**src/rtl/route_compute_stage.sv**
```systemverilog
// Route-computation stage for one router input port: decodes signed {y,x}
// offsets on head flits, picks an output port by dimension-order routing,
// rewrites the offset one hop closer to zero and locks the route for the
// rest of the packet. One-deep valid/ready output register.
module route_compute_stage #(
    parameter int unsigned X_W        = 8,
    parameter int unsigned Y_W        = 8,
    parameter int unsigned DATA_W     = 32,
    parameter int unsigned ROUTE_MODE = 0
) (
    input  logic              clk,
    input  logic              rst_n,
    input  logic              in_valid,
    output logic              in_ready,
    input  logic              in_head,
    input  logic              in_tail,
    input  logic [DATA_W-1:0] in_data,
    output logic              out_valid,
    input  logic              out_ready,
    output logic              out_head,
    output logic              out_tail,
    output logic [DATA_W-1:0] out_data,
    output logic [2:0]        out_port,
    output logic [4:0]        out_req,
    output logic              err_pulse
);

    typedef enum logic {StIdle, StLocked} state_e;

    localparam logic [X_W-1:0] XOne = X_W'(1);
    localparam logic [Y_W-1:0] YOne = Y_W'(1);

    state_e            state_q, state_d;
    logic              valid_q, valid_d;
    logic              head_q, head_d;
    logic              tail_q, tail_d;
    logic [DATA_W-1:0] data_q, data_d;
    logic [2:0]        port_q, port_d;
    logic [4:0]        req_q, req_d;
    logic              err_q, err_d;
    logic [2:0]        route_port_q, route_port_d;
    logic [4:0]        route_req_q, route_req_d;

    logic              accept;
    logic [X_W-1:0]    x_off, x_new;
    logic [Y_W-1:0]    y_off, y_new;
    logic              x_nz, y_nz, take_x, take_y;
    logic [2:0]        hd_port;
    logic [4:0]        hd_req;
    logic [DATA_W-1:0] hd_data;

    assign in_ready = !valid_q || out_ready;
    assign accept   = in_valid && in_ready;

    // Head-flit route decision and one-hop offset rewrite.
    always_comb begin
        x_off   = in_data[X_W-1:0];
        y_off   = in_data[X_W+Y_W-1:X_W];
        x_nz    = (x_off != '0);
        y_nz    = (y_off != '0);
        // XY resolves x whenever it is nonzero; YX only once y is zero.
        take_x  = x_nz && ((ROUTE_MODE == 0) || !y_nz);
        take_y  = y_nz && !take_x;
        x_new   = x_off;
        y_new   = y_off;
        hd_port = 3'd1;
        hd_req  = 5'b00001;
        if (take_x) begin
            if (x_off[X_W-1]) begin
                hd_port = 3'd5;
                hd_req  = 5'b10000;
                x_new   = x_off + XOne;
            end else begin
                hd_port = 3'd4;
                hd_req  = 5'b01000;
                x_new   = x_off - XOne;
            end
        end else if (take_y) begin
            if (y_off[Y_W-1]) begin
                hd_port = 3'd3;
                hd_req  = 5'b00100;
                y_new   = y_off + YOne;
            end else begin
                hd_port = 3'd2;
                hd_req  = 5'b00010;
                y_new   = y_off - YOne;
            end
        end
        hd_data                  = in_data;
        hd_data[X_W+Y_W-1:0]     = {y_new, x_new};
    end

    // Packet FSM, route lock and output-register next state.
    always_comb begin
        state_d      = state_q;
        valid_d      = valid_q;
        head_d       = head_q;
        tail_d       = tail_q;
        data_d       = data_q;
        port_d       = port_q;
        req_d        = req_q;
        err_d        = 1'b0;
        route_port_d = route_port_q;
        route_req_d  = route_req_q;

        // Drained with nothing new: clear the request so it never asserts idle.
        if (valid_q && out_ready) begin
            valid_d = 1'b0;
            port_d  = 3'd0;
            req_d   = 5'b0;
        end

        if (accept) begin
            if (in_head) begin
                err_d        = (state_q == StLocked);
                state_d      = in_tail ? StIdle : StLocked;
                route_port_d = hd_port;
                route_req_d  = hd_req;
                valid_d      = 1'b1;
                head_d       = 1'b1;
                tail_d       = in_tail;
                data_d       = hd_data;
                port_d       = hd_port;
                req_d        = hd_req;
            end else if (state_q == StIdle) begin
                // Orphan body/tail: dropped.
                err_d = 1'b1;
            end else begin
                if (in_tail) begin
                    state_d = StIdle;
                end
                valid_d = 1'b1;
                head_d  = 1'b0;
                tail_d  = in_tail;
                data_d  = in_data;
                port_d  = route_port_q;
                req_d   = route_req_q;
            end
        end
    end

    // State registers.
    always_ff @(posedge clk or negedge rst_n) begin
        if (!rst_n) begin
            state_q      <= StIdle;
            valid_q      <= 1'b0;
            head_q       <= 1'b0;
            tail_q       <= 1'b0;
            data_q       <= '0;
            port_q       <= 3'd0;
            req_q        <= 5'b0;
            err_q        <= 1'b0;
            route_port_q <= 3'd0;
            route_req_q  <= 5'b0;
        end else begin
            state_q      <= state_d;
            valid_q      <= valid_d;
            head_q       <= head_d;
            tail_q       <= tail_d;
            data_q       <= data_d;
            port_q       <= port_d;
            req_q        <= req_d;
            err_q        <= err_d;
            route_port_q <= route_port_d;
            route_req_q  <= route_req_d;
        end
    end

    assign out_valid = valid_q;
    assign out_head  = head_q;
    assign out_tail  = tail_q;
    assign out_data  = data_q;
    assign out_port  = port_q;
    assign out_req   = req_q;
    assign err_pulse = err_q;

endmodule
```
**config.mk**
```make
export PLATFORM = sky130hd
export DESIGN_NAME = route_compute_stage
export DESIGN_NICKNAME = d
export VERILOG_FILES = /design/src/rtl/route_compute_stage.sv
export SDC_FILE = /design/constraint.sdc
export NUM_CORES = 1
export LEC_CHECK = 0
export CAP_MARGIN = 20
export CELL_PAD_IN_SITES_DETAIL_PLACEMENT = 1
export CELL_PAD_IN_SITES_GLOBAL_PLACEMENT = 1
export CORE_UTILIZATION = 38
export DETAILED_ROUTE_END_ITERATION = 10
export GPL_ROUTABILITY_DRIVEN = 0
export PLACE_DENSITY_LB_ADDON = 0.1
export SYNTH_ARGS = -nofsm -noshare
export SYNTH_HDL_FRONTEND = slang
export SYNTH_SLANG_ARGS = --single-unit
export TNS_END_PERCENT = 100
```
**constraint.sdc**
```tcl
create_clock -name clk -period 4.5 [get_ports clk]
set_input_delay 1.125 -clock clk [delete_from_list [all_inputs] [get_ports clk]]
set_output_delay 1.125 -clock clk [all_outputs]
set_load 0.02 [all_outputs]
```
# After elaboration in Yosys (flattened, before gate mapping)

Index checks and enable logic that the tools add are counted.

Output and inout port bits: 45
Word-level logic and storage cells: 62
Bits in registers: 53
Input bits: 38

Mux-type cells: 37
Reductions and logical operators: 11
$add $sub $neg: 4

Operator list:

| operator                                         | number |
|---|---|
| two-way mux 32 bit                               | 2 |
| two-way mux 8 bit                                | 5 |
| two-way mux 5 bit                                | 6 |
| two-way mux 3 bit                                | 7 |
| adder 8 x 1 -> 8 bit, second input constant      | 2 |
| two-way mux 1 bit                                | 16 |
| nonzero test 8 bit                               | 2 |
| subtractor 8 x 1 -> 8 bit, second input constant | 2 |
| AND reduction 2 bit                              | 2 |
| logical AND 1 bit                                | 3 |
| logical NOT 1 bit                                | 2 |
| two-way mux 2 bit                                | 1 |
| nonzero test 2 bit                               | 1 |
| logical OR 1 bit                                 | 1 |

# Longest topological paths before layout

Gate-level depths: netlist of the first run.

Depth after elaboration: 7
Mapped depth: 8
Depth with buffers taken out: 7

# Worst setup path before layout of the first run

OpenSTA, ideal clock, no wires.

Kind: input to register
Start point: input in_data[7]
End point: register data_q[10] (netlist: out_data[10])
Required time: 4369 ps
Slack: 1566 ps
Path buffers: 1
Library setup time: 131 ps
Arrival: 2803 ps
Stages: 8
Cells stage by stage: inv_1 ha_1 or4b_4 nor4_4 and3_1 buf_6 mux2i_1 o21ai_1

Longest elaborated chain between the ends: 6

RTL lines:

| element                | line | source |
|---|---|---|
| from (decl)            | 17   | `input logic [DATA_W-1:0] in_data,` |
| nonzero test 8 bit (*) | 59   | `x_nz = (x_off != '0);` |
| logical NOT 1 bit      | 63   | `take_y = y_nz && !take_x;` |
| logical AND 1 bit      | 63   |  |
| two-way mux 8 bit      | 78   | `end else if (take_y) begin` |
| two-way mux 8 bit (*)  | 68   | `if (take_x) begin` |
| two-way mux 32 bit (*) | 114  | `if (in_head) begin` |
| to (signal assigned)   | 160  | `data_q <= data_d;` |
| to (decl)              | 37   | `logic [DATA_W-1:0] data_q, data_d;` |

Every way passes the cells marked *; elsewhere a longest branch is shown, timed or not.
A chain may end at the register's enable or synchronous reset.

# Final worst setup path of the first run

Start point: input out_ready
End point: output in_ready

Longest elaborated chain between the ends: 1

RTL lines:

| element          | line | source |
|---|---|---|
| from (decl)      | 19   | `input logic out_ready,` |
| logical OR 1 bit | 52   | `assign in_ready = !valid_q \|\| out_ready;` |
| to (decl)        | 14   | `output logic in_ready,` |

Every way passes these cells.

==> results.md, run 1 <==
- GRT met1 Usage: 0.307
- Post-route antenna net violation count: 0
- Max IR drop VDD: 0.160 mV
- Met2 usage: 0.383
- Min cycle time layout: 3560 ps
- YS warnings: 0
- Drt pass-1 iters: 4
- Area Overhead vs Synth: 35.3%
- Slowest-stage cell, CP: clkdlybuf4s50_1
- Inserted Clock Buffers: 5
- Initial antenna violation count: 0
- Syn nets: 367
- Placed insts: 485
- Worst-path fanout max: 5
- Seq cells post-synth: 53
- NetSw: 515 uW
- First-pass GRT wire length: 13700 um
- Seq/Total Area, Yosys: 0.460
- Vias in the first global route: 2707
- Pwr dens: 369 nW/um^2
- Crit-path max cell delay: 630 ps
- Fmax achieved: 281 MHz
- Total Wirelength: 8320 um
- Row count: 31
- Critical path type: in2out
- Worst-path clk slew: 100 ps
- CTS tree: built
- CP Data Required Time: 3380 ps
- Htree depth: 2
- Synth Cell Area: 2880 um^2
- Core Util, Final: 0.534
- Global router's overall resource usage: 0.225
- Power share of the clock group: 0.199
- Fin. Hold Viols: 0
- Hold Buf Count CTS: 0
- Startpoint Class: input port
- Logic gate share of total power: 0.375
- Clock Latency Late Sink: 310 ps
- Total number of vias: 2674
- Final Skew: 3.22 ps
- Rel. slew slack: 0.445
- R2r setup slk: 2320 ps
- 1st-iter DRT viols: 115
- Int Power: 923 uW
- CP endpoint kind: output port
- Die span in x: 89.1 um
- Crit path top cell by count: clkdlybuf4s50_1
- Final setup violation count: 0
- Synth Flop Type: dfrtp_1
- Vias per std cell: 5.42
- Status: finished clean
- Cell variety after synth: 47
- Drt drc: 0
- Worst Setup EP: in_ready
- Critical Path Start: out_ready
- Total negative setup slack: 0 ps
- Diodes inserted: 0
- # resized after CTS: 0
- Hold WS: 481 ps
- Leak: 1.75 nW
- I/O pin count: 83
- Seq pwr share: 0.426
- I/O Buffers: 82
- Die area: 7930 um^2
- Die height: 89.1 um
- Avg Inst Size Synth: 9.23 um^2
- DP Area: 3800 um^2
- Max-slew violations: 0
- Initial Util: 0.395
- Ratio of final minimum period to clock period: 0.792
- CTS root buf: clkbuf_8
- RSZ-0062 raised after global routing: no
- Post-Syn Instances: 312
- Most Crowded Layer GR: met2
- Hpwl dp: 6250 um
- FFs w/ async S/R, synth: 1.00
- Worst r2r dst: out_data[7]
- Final net count: 448
- CTS max path bufs: 2
- Core Area: 7290 um^2
- Worst setup margin: 937 ps
- Place WS: 586 ps
- Grt ovf: 0
- Avg WL per Cell: 16.9 um
- R2r startpoint: out_valid
- Met3 GRT Util: 0.0277
- R2R depth: 5
- Crit-path cells: clkdlybuf4s50_1 > nand2b_1 > clkdlybuf4s50_1
- Clk sink count: 53
- Share of layout cells above drive strength 1: 0.0558
- Tot Pwr: 1.44 mW
- Post-synth EDFFs: 0
- Arr. time, crit path: 2440 ps
- Max-Cap Viols: 0
- Hold WC Path Type: reg2reg
- Sw frac: 0.358
- Setup bufs post-CTS: 0
- Post-route insts no fill: 493
- Maximum number of pins on one net before global-route repair: 32
- Post-route cell area: 3900 um^2
- Worst Max-Slew Pin Slew: 832 ps
==> registers in the layout (all words and copies together), names as in the netlist <==
name,count
out_port,3
out_head,1
out_tail,1
state_q,1
out_data,32
route_port_q,3
out_valid,1
err_pulse,1
route_req_q,5
out_req,5
==> power groups by stage <==
| stage | Clock [mW] | Sequential (mW) | Combinational (mW) |
|---|---|---|---|
| after floorplan | 0 | 0.713 | 0.175 |
| after global placement | 0 | 0.618 | 0.532 |
| after detailed placement | 0 | 0.622 | 0.544 |
| after CTS | 0.299 | 0.614 | 0.547 |
| after global routing | 0.315 | 0.624 | 0.589 |
| final | 0.286 | 0.613 | 0.539 |
==> worst max-delay path: cells and delay by family <==
kind / cells / cell delay (ps)
and+or+nand+nor: 1 / 200
buffers and inverters: 2 / 1110
==> cells in the mapped netlist (3+ instances only) <==
cell	count	share of area
nand2_1	76	0.099
dfrtp_1	53	0.46
nor2_1	18	0.023
a21oi_1	17	0.030
ha_1	15	0.065
o21ai_0	14	0.024
nand3_1	11	0.019
inv_1	10	0.013
clkbuf_1	9	0.012
a21o_1	7	0.018
nor3_1	7	0.012
a211oi_1	5	0.013
a211o_1	4	0.012
a22oi_1	4	0.010
a31oi_1	4	0.0087
and3_1	4	0.0087
o211ai_1	4	0.010
or3_1	4	0.0087
o21bai_1	3	0.0078
o31ai_1	3	0.0078
==> cells in the final DEF, fill, tap and decap left out, types with 5 or more instances in the layout <==
cell type,count
dfrtp_1,53
ha_1,15
nand3_1,11
buf_4,5
a21o_1,7
o21ai_0,14
a211oi_1,5
nor2_1,17
nor3_1,7
a21oi_1,17
nand2_1,76
clkdlybuf4s50_1,81
inv_1,10
clkbuf_8,5
==> logic make-up after synthesis <==
family                   count (synthesis)  synth area share
XOR/XNOR                                 4            0.0122
multiplexers                             4            0.0148
AO/OA/AOI/OAI                           83             0.203
adder cells (fa/ha/maj)                 17            0.0791
buffers and inverters                   23            0.0330
flip-flops                              53             0.460
AND/OR/NAND/NOR                        128             0.197
==> layout make-up <==
type | count | area, um^2
Sequential cell | 53 | 1330
Clock buffer | 5 | 68.8
Fill cell | 873 | 3390
Multi-Input combinational cell | 236 | 1460
Inverter | 10 | 37.5
Timing Repair Buffer | 87 | 853
Clock inverter | 3 | 26.3
Tap cell | 99 | 124
==> worst min-delay path by stage <==
| stage | startpoint | to | cells after the start |
|---|---|---|---|
| detailed placement | out_data[19] | out_data[19] | 2 |
| finish | out_data[19] | out_data[19] | 2 |
| global placement | out_data[24] | out_data[24] | 2 |
| CTS | out_data[19] | out_data[19] | 2 |
| floorplan | route_port_q[0] | route_port_q[0] | 2 |
| global route | out_data[5] | out_data[5] | 1 |
==> per-layer routing <==
layer / routed length, um / vias to the layer above / share of wire
li1: - / 1276 / -
met1: 3850 / 1338 / 0.46
met2: 4150 / 53 / 0.50
met3: 255 / 7 / 0.031
met4: 65 / 0 / 0.0078
met5: 0 / - / 0
No activity file was read; power rests on OpenSTA's default activity.
==> run 2: changes to the inputs <==
--- a/config.mk
+++ b/config.mk
@@ -8,7 +8,7 @@
 export CAP_MARGIN = 20
 export CELL_PAD_IN_SITES_DETAIL_PLACEMENT = 1
 export CELL_PAD_IN_SITES_GLOBAL_PLACEMENT = 1
-export CORE_UTILIZATION = 38
+export CORE_UTILIZATION = 35
 export DETAILED_ROUTE_END_ITERATION = 10
 export GPL_ROUTABILITY_DRIVEN = 0
 export PLACE_DENSITY_LB_ADDON = 0.1
==> constraint.sdc (replaced) <==
create_clock -name clk -period 3.4 [get_ports clk]
set_input_delay 0.85 -clock clk [delete_from_list [all_inputs] [get_ports clk]]
set_output_delay 0.85 -clock clk [all_outputs]
set_load 0.02 [all_outputs]
==> results.md, run 2 (synthesis gave the netlist of run 1 again) <==
- # resized after CTS: 0
- Clk sink count: 53
- Hold Buf Count CTS: 0
- 1st-iter DRT viols: 91
- Total negative setup slack: 0 ps
- I/O pin count: 83
- Worst-path clk slew: 100 ps
- Die height: 92.7 um
- Critical path type: in2out
- Most common cell after layout, fill and taps aside: clkdlybuf4s50_1
- Logic gate share of total power: 0.364
- Global router's overall resource usage: 0.202
- Maximum number of pins on one net before global-route repair: 54
- Drt pass-1 iters: 4
- Worst-path fanout max: 5
- Int Power: 1.30 mW
- Pwr dens: 493 nW/um^2
- Htree depth: 2
- Total Wirelength: 8180 um
- Seq pwr share: 0.411
- Total number of vias: 2660
- Startpoint Class: input port
- CTS max path bufs: 2
- Die area: 8600 um^2
- Clock Latency Late Sink: 310 ps
- Fin. Hold Viols: 0
- CP Data Required Time: 2550 ps
- Diodes inserted: 0
- Initial Util: 0.367
- Worst Max-Slew Pin Slew: 704 ps
- Share of layout cells above drive strength 1: 0.0767
- Crit path top cell by count: clkdlybuf4s50_1
- Fmax achieved: 332 MHz
- Row count: 32
- Hold WC Path Type: reg2reg
- Leak: 1.81 nW
- Most frequent cells in the layout: clkdlybuf4s50_1, nand2_1, dfrtp_1, nor2_1, a21oi_1
- Hpwl dp: 6000 um
- Crit-path max cell delay: 640 ps
- Sw frac: 0.340
- Initial antenna violation count: 0
- Die span in x: 92.7 um
- NetSw: 669 uW
- Min cycle time layout: 3020 ps
- Core Util, Final: 0.509
- Tot Pwr: 1.97 mW
- RSZ-0062 raised after global routing: no
- Power share of the clock group: 0.225
- I/O Buffers: 82
- Avg WL per Cell: 16.2 um
- Status: finished clean
- Max IR drop VDD: 0.218 mV
- Crit-path cells: clkdlybuf4s50_1 > nand2b_1 > clkdlybuf4s50_1
- Max-Cap Viols: 0
- CP endpoint kind: output port
- Max-slew violations: 0
- Setup bufs post-CTS: 0
- Post-route antenna net violation count: 0
- Area Overhead vs Synth: 38.6%
- Final setup violation count: 0
- Final Skew: 7.60 ps
- First-pass GRT wire length: 13800 um
- CTS root buf: clkbuf_8
- Final net count: 458
- Arr. time, crit path: 2170 ps
- Slowest-stage cell, CP: clkdlybuf4s50_1
- Rel. slew slack: 0.531
- # fillers: 927
- Core Area: 7850 um^2
- Vias per std cell: 5.26
- Inserted Clock Buffers: 5
- Vias in the first global route: 2767
- Hold WS: 479 ps
- Max reg flops: 32
- Grt ovf: 0
- Ratio of final minimum period to clock period: 0.887
- CTS tree: built
- Drt drc: 0
## run 2: layer usage
metal / part of all wire / up-vias / wire (um) / GRT usage
met3: 0.032 / 12 / 264 / 0.0287
met2: 0.46 / 52 / 3780 / 0.323
met1: 0.49 / 1305 / 4020 / 0.284
li1: - / 1291 / - / -
met4: 0.014 / 0 / 114 / 0.0603
met5: 0 / - / 0 / 0
## run 2: area by class of cell
| type | instances | area, um^2 | share of cell area |
|---|---|---|---|
| Multi-Input combinational cell | 236 | 1460 | 0.366 |
| Clock inverter | 2 | 38.8 | 0.00971 |
| Timing Repair Buffer | 97 | 928 | 0.233 |
| Tap cell | 102 | 128 | 0.0320 |
| Clock buffer | 6 | 72.6 | 0.0182 |
| Sequential cell | 53 | 1330 | 0.332 |
| Inverter | 10 | 37.5 | 0.00940 |
## run 2: metrics by stage
| step | cells | cell area [um^2] | setup WS, ps |
|---|---|---|---|
| floorplan | 312 | 2880 | 741 |
| global placement | 498 | 3880 | 252 |
| detailed placement | 498 | 3880 | 167 |
| CTS | 506 | 3990 | 384 |
| global route | 506 | 3990 | 321 |
| finish | 506 | 3990 | 385 |
## run 2: worst paths after layout
path / cells after the start / start / to / slack [ps]
min reg2reg: 2 / out_tail / out_tail / 480
max: 3 / out_ready / in_ready / 380
min in group asynchronous: 2 / rst_n / out_valid / 650
min: 2 / out_tail / out_tail / 480
max reg2reg: 6 / state_q / out_data[6] / 1330
max in group asynchronous: 2 / rst_n / out_data[25] / 2270
## run 2: critical path, delay by kind of cell
family	cells	cell delay [ps]
buffers and inverters	2	1110
and+or+nand+nor	1	200
## run 2: power groups by stage
| stage | clock network [mW] | logic [mW] | registers (mW) |
|---|---|---|---|
| 2_1_floorplan | 0 | 0.232 | 0.943 |
| 3_3_place_gp | 0 | 0.710 | 0.820 |
| 3_5_place_dp | 0 | 0.722 | 0.822 |
| 4_1_cts | 0.457 | 0.726 | 0.811 |
| 5_1_grt | 0.477 | 0.781 | 0.825 |
| 6_report | 0.442 | 0.717 | 0.809 |
==> run 3: changes to the inputs <==
--- a/config.mk
+++ b/config.mk
@@ -15,4 +15,3 @@
 export SYNTH_ARGS = -nofsm -noshare
 export SYNTH_HDL_FRONTEND = slang
 export SYNTH_SLANG_ARGS = --single-unit
-export TNS_END_PERCENT = 100
==> results of run 3 <==
Same layout as run 2: the final DEF is identical, and so are final timing and power.
